--- config.mk ---
export PLATFORM = sky130hd
export DESIGN_NAME = rom_seq_reader
export DESIGN_NICKNAME = d
export VERILOG_FILES = /design/src/rtl/rom_rd_pkg.sv /design/src/rtl/rom_seq_reader.sv
export SDC_FILE = /design/constraint.sdc
export NUM_CORES = 1
export LEC_CHECK = 0
export ABC_AREA = 1
export CAP_MARGIN = 20
export CORE_MARGIN = 2
export CORE_UTILIZATION = 39
export DETAILED_ROUTE_END_ITERATION = 10
export PLACE_DENSITY_LB_ADDON = 0.1
export REMOVE_ABC_BUFFERS = 1
export SYNTH_ARGS = -nofsm -noshare
export SYNTH_HDL_FRONTEND = slang
export SYNTH_SLANG_ARGS = --single-unit
--- constraint.sdc ---
create_clock -name clk -period 3.1 [get_ports clk]
set_input_delay 0.775 -clock clk [delete_from_list [all_inputs] [get_ports clk]]
set_output_delay 0.775 -clock clk [all_outputs]
set_load 0.05 [all_outputs]
--- src/rtl/rom_rd_pkg.sv ---
// FSM state encoding shared by the sequential ROM reader and its users.
package rom_rd_pkg;

  typedef enum logic [2:0] {
    IDLE = 3'd0,
    ADDR = 3'd1,
    LAT  = 3'd2,
    PRES = 3'd3,
    DONE = 3'd4
  } state_t;

endpackage

--- src/rtl/rom_seq_reader.sv ---
// Walks COUNT ROM words from BASE and streams them out on valid/ready.
// Optional ROM_RD_CHKSUM_EN adds a running XOR checksum output.
module rom_seq_reader
  import rom_rd_pkg::*;
#(
  parameter int AW    = 4,
  parameter int DW    = 16,
  parameter int BASE  = 0,
  parameter int COUNT = 16
) (
  input  logic          clk,
  input  logic          rst,
  input  logic          bgn,
  output logic [AW-1:0] rom_addr,
  input  logic [DW-1:0] rom_data,
  output logic [DW-1:0] out_data,
  output logic          out_vld,
  input  logic          out_rdy,
  output logic [AW-1:0] itr,
  output logic          busy,
  output logic          fin
`ifdef ROM_RD_CHKSUM_EN
  ,
  output logic [DW-1:0] chksum
`endif
);

  localparam logic [AW-1:0] BASE_A = AW'(BASE);
  localparam logic [AW-1:0] LAST   = AW'(COUNT - 1);
  localparam logic [AW-1:0] ONE    = AW'(1);

  if (COUNT < 1 || COUNT > 2**AW) begin : g_bad_count
    $error("rom_seq_reader: COUNT out of range 1..2**AW");
  end
  if (BASE < 0 || BASE > 2**AW - 1) begin : g_bad_base
    $error("rom_seq_reader: BASE out of range 0..2**AW-1");
  end

  state_t state, nxt;

  logic acc;
  assign acc = out_vld & out_rdy;

  always_comb begin
    nxt = state;
    unique case (state)
      IDLE: if (bgn) nxt = ADDR;
      ADDR: nxt = LAT;
      LAT:  nxt = PRES;
      PRES: if (acc) nxt = (itr == LAST) ? DONE : ADDR;
      DONE: nxt = IDLE;
      default: nxt = IDLE;
    endcase
  end

  assign busy = (state != IDLE);
  assign fin  = (state == DONE);

  always_ff @(posedge clk or posedge rst) begin
    if (rst) begin
      state    <= IDLE;
      rom_addr <= BASE_A;
      out_data <= '0;
      out_vld  <= 1'b0;
      itr      <= '0;
    end else begin
      state <= nxt;
      unique case (state)
        IDLE: if (bgn) begin
          rom_addr <= BASE_A;
          itr      <= '0;
        end
        LAT: begin
          out_data <= rom_data;
          out_vld  <= 1'b1;
        end
        PRES: if (acc) begin
          out_vld <= 1'b0;
          if (itr != LAST) begin
            itr      <= itr + ONE;
            rom_addr <= rom_addr + ONE;
          end
        end
        default: ;
      endcase
    end
  end

`ifdef ROM_RD_CHKSUM_EN
  // Cleared on each accepted start, then folds in every accepted word.
  always_ff @(posedge clk or posedge rst) begin
    if (rst) begin
      chksum <= '0;
    end else if (state == IDLE && bgn) begin
      chksum <= '0;
    end else if (state == PRES && acc) begin
      chksum <= chksum ^ out_data;
    end
  end
`endif

endmodule

==> flow_summary.yaml <==
routing:
  drc_errors: 0
  vias_per_cell: 4.751
  antenna_left: 0
  wire_per_inst_um: 11.86
  dr.pass1.iters: 4
  routed-via-count: 1202
  routed_wl_um: 3000
  drt-met1-wl_um: 1277
  wl_met2_um: 1522
  wl_met3_um: 177
  top_layer: "met4"
  drtIter0Drc: 42
sta:
  post-route-period-util: 0.8624
  tightest_slew_ns: 0.5189
  rsz0062_at_grt: "no"
  fin_skew_ns: 0.003302
  fmax_mhz: 374.0
  finalCriticalPeriod_ns: 2.673
  final_max_slew_viol_count: 0
  hold_viol: 0
  setup_viol: 0
  slew-limit-headroom: 0.6530
  finalSetupTns_ns: 0
power:
  p_per_area_nw_per_um2: 1123
  switching_share: 0.5299
  combPwrFrac: 0.611
  internal_power_uw: 983.2
  leakagePower_uw: 0.0009047
  ir_worst_vdd_mv: 0.5454
  power_uw: 2092
  p_clk_frac: 0.088
  p_seq_frac: 0.300
  p_sw_uw: 1108
die:
  row_count: 21
  ios: 47
  coreArea_um2: 3311
  die_h_um: 62.48
  die_width_um: 62.48
  die_area_um2: 3904
  start_util: 0.4029
finish:
  multi_input_area_um2: 561.8
  num-nets-final: 230
  area_growth_pct: 39.59
  num-fill-cells: 325
  regArea_um2: 700.7
  diodes: 0
  drive_gt1_frac: 0.07729
clock_tree:
  hold_buffers: 0
  cts_resized: 0
  clk_latency_ns: 0.33
  clkSlewWorstSetupHoldPaths_ns: 0.16
  cts_max_level: 1
  cts_tree: "built"
  cts-buffers-inserted: 3
  ctsRootBufferMaster: "clkbuf_4"
  cts.sinks: 28
  clockBufferDepth: 2
  post_cts_buffers: 0
grt:
  grt_pass1_vias: 1194
  grt_pass1_wl_um: 5078
  grt_start_max_net_pins: 29
  antenna_found_initial: 0
  grt_remaining_overflow: 0
  globalRouteTotalUtil: 0.1590
synthesis:
  synth-seq-area-share: 0.5253
  synthCells: 161
  synth.distinct_cells: 19
  avgSynthCellArea_um2: 8.284
  ys_seq_elements: 28
  syn-cell-area_um2: 1334
  yosys_warnings: 0
placed_design:
  place_congestion: 0.7316
  dp_hpwl_um: 2120
  io_buffers: 46
outcome:
  status: "finished clean"
worst_setup_path:
  endpoint_kind: "output pin"
  arrival_ns: 1.90
  cp-start-kind: "register"
  path_max_fanout: 7
  crit_type: "reg2out"
  required_ns: 2.32
worst_hold_path:
  hold_path_class: "reg2reg"
job:
  maxCapViolations: 0
[layout make-up]
cell class / count / area share
Sequential cell: 28 / 0.3763
Multi-Input combinational cell: 119 / 0.3017
Timing Repair Buffer: 48 / 0.2554
Tap cell: 46 / 0.03091
Clock buffer: 4 / 0.01949
Inverter: 8 / 0.01613
[path summary, 6_finish.rpt]
kind                                    from           end  slack (ns)  cells past startpoint
worst min register to register  out_data[11]  out_data[11]        0.49                      2
min in group asynchronous                rst        itr[0]        0.80                      3
worst max-delay path                state[0]           fin        0.43                      2
worst min-delay path            out_data[11]  out_data[11]        0.49                      2
max in group asynchronous                rst   out_data[9]        2.04                      3
worst max register to register      state[2]        itr[3]        1.36                      8
[routing by layer]
metal,up-vias,track usage
li1,602,-
met4,0,0.05000
met1,563,0.1919
met2,35,0.2809
met5,-,0
met3,2,0.03604
[stage by stage]
step	util	hold WS, ns	cell area, µm²	setup slack, ns	std cells
2_1_floorplan	-	0.5656	1292	0.5597	155
3_3_place_gp	0.5514	0.4527	1826	0.8384	249
3_5_place_dp	0.5514	0.4582	1826	0.8091	249
4_1_cts	0.5624	0.4939	1862	0.4153	253
5_1_grt	0.5624	0.5250	1862	0.3534	253
6_report	0.5624	0.4885	1862	0.4265	253
[sequential cells by signal, indices dropped and copies added, names as in the netlist]
signal	flops
itr	4
rom_addr	4
state	3
out_data	16
out_vld	1
[power groups by stage]
stage,sequential (µW),clock [µW],combinational [µW]
3_3_place_gp,628,0,1270
2_1_floorplan,1080,0,415
3_5_place_dp,637,0,1290
4_1_cts,629,188,1290
5_1_grt,651,202,1380
6_report,628,184,1280
[cells in the mapped netlist]
library cell | count | area share
nand2_1 | 60 | 0.17
dfrtp_1 | 28 | 0.53
nand3_1 | 21 | 0.079
nor2_1 | 14 | 0.039
o21ai_0 | 9 | 0.034
inv_1 | 7 | 0.020
nand2_2 | 4 | 0.019
buf_2 | 3 | 0.011
nor2_4 | 3 | 0.025
buf_4 | 2 | 0.011
ha_1 | 2 | 0.019
buf_6 | 1 | 0.0084
inv_2 | 1 | 0.0028
nand2_4 | 1 | 0.0084
nand3_2 | 1 | 0.0075
nor3_1 | 1 | 0.0037
nor3b_1 | 1 | 0.0056
o211ai_1 | 1 | 0.0056
xnor2_1 | 1 | 0.0066
[critical path: stages (launching register included)]
cell,delay [ns]
dfrtp_1,0.52
nor3_1,0.22
clkdlybuf4s50_1,0.83
[cells by family after synthesis]
| group | count (synthesis) | synth area share |
|---|---|---|
| compound gates | 10 | 0.03940 |
| xor+xnor | 1 | 0.006568 |
| fa+ha+maj | 2 | 0.01876 |
| buf+inv | 14 | 0.05346 |
| flops | 28 | 0.5253 |
| simple gates | 106 | 0.3565 |
[layout by cell type (no fill, tap or decap)]
master           count
nand2_1             60
clkdlybuf4s50_1     46
dfrtp_1             28
nand3_1             21
nor2_1              14
o21ai_0              9
inv_1                7
nand2_2              4
nor2_4               3
clkbuf_4             3
ha_1                 2
buf_4                2
inv_2                1
nand2_4              1
nand3_2              1
xnor2_1              1
o211ai_1             1
nor3_1               1
nor3b_1              1
clkbuf_8             1
No activity file was read; power rests on OpenSTA's default activity.
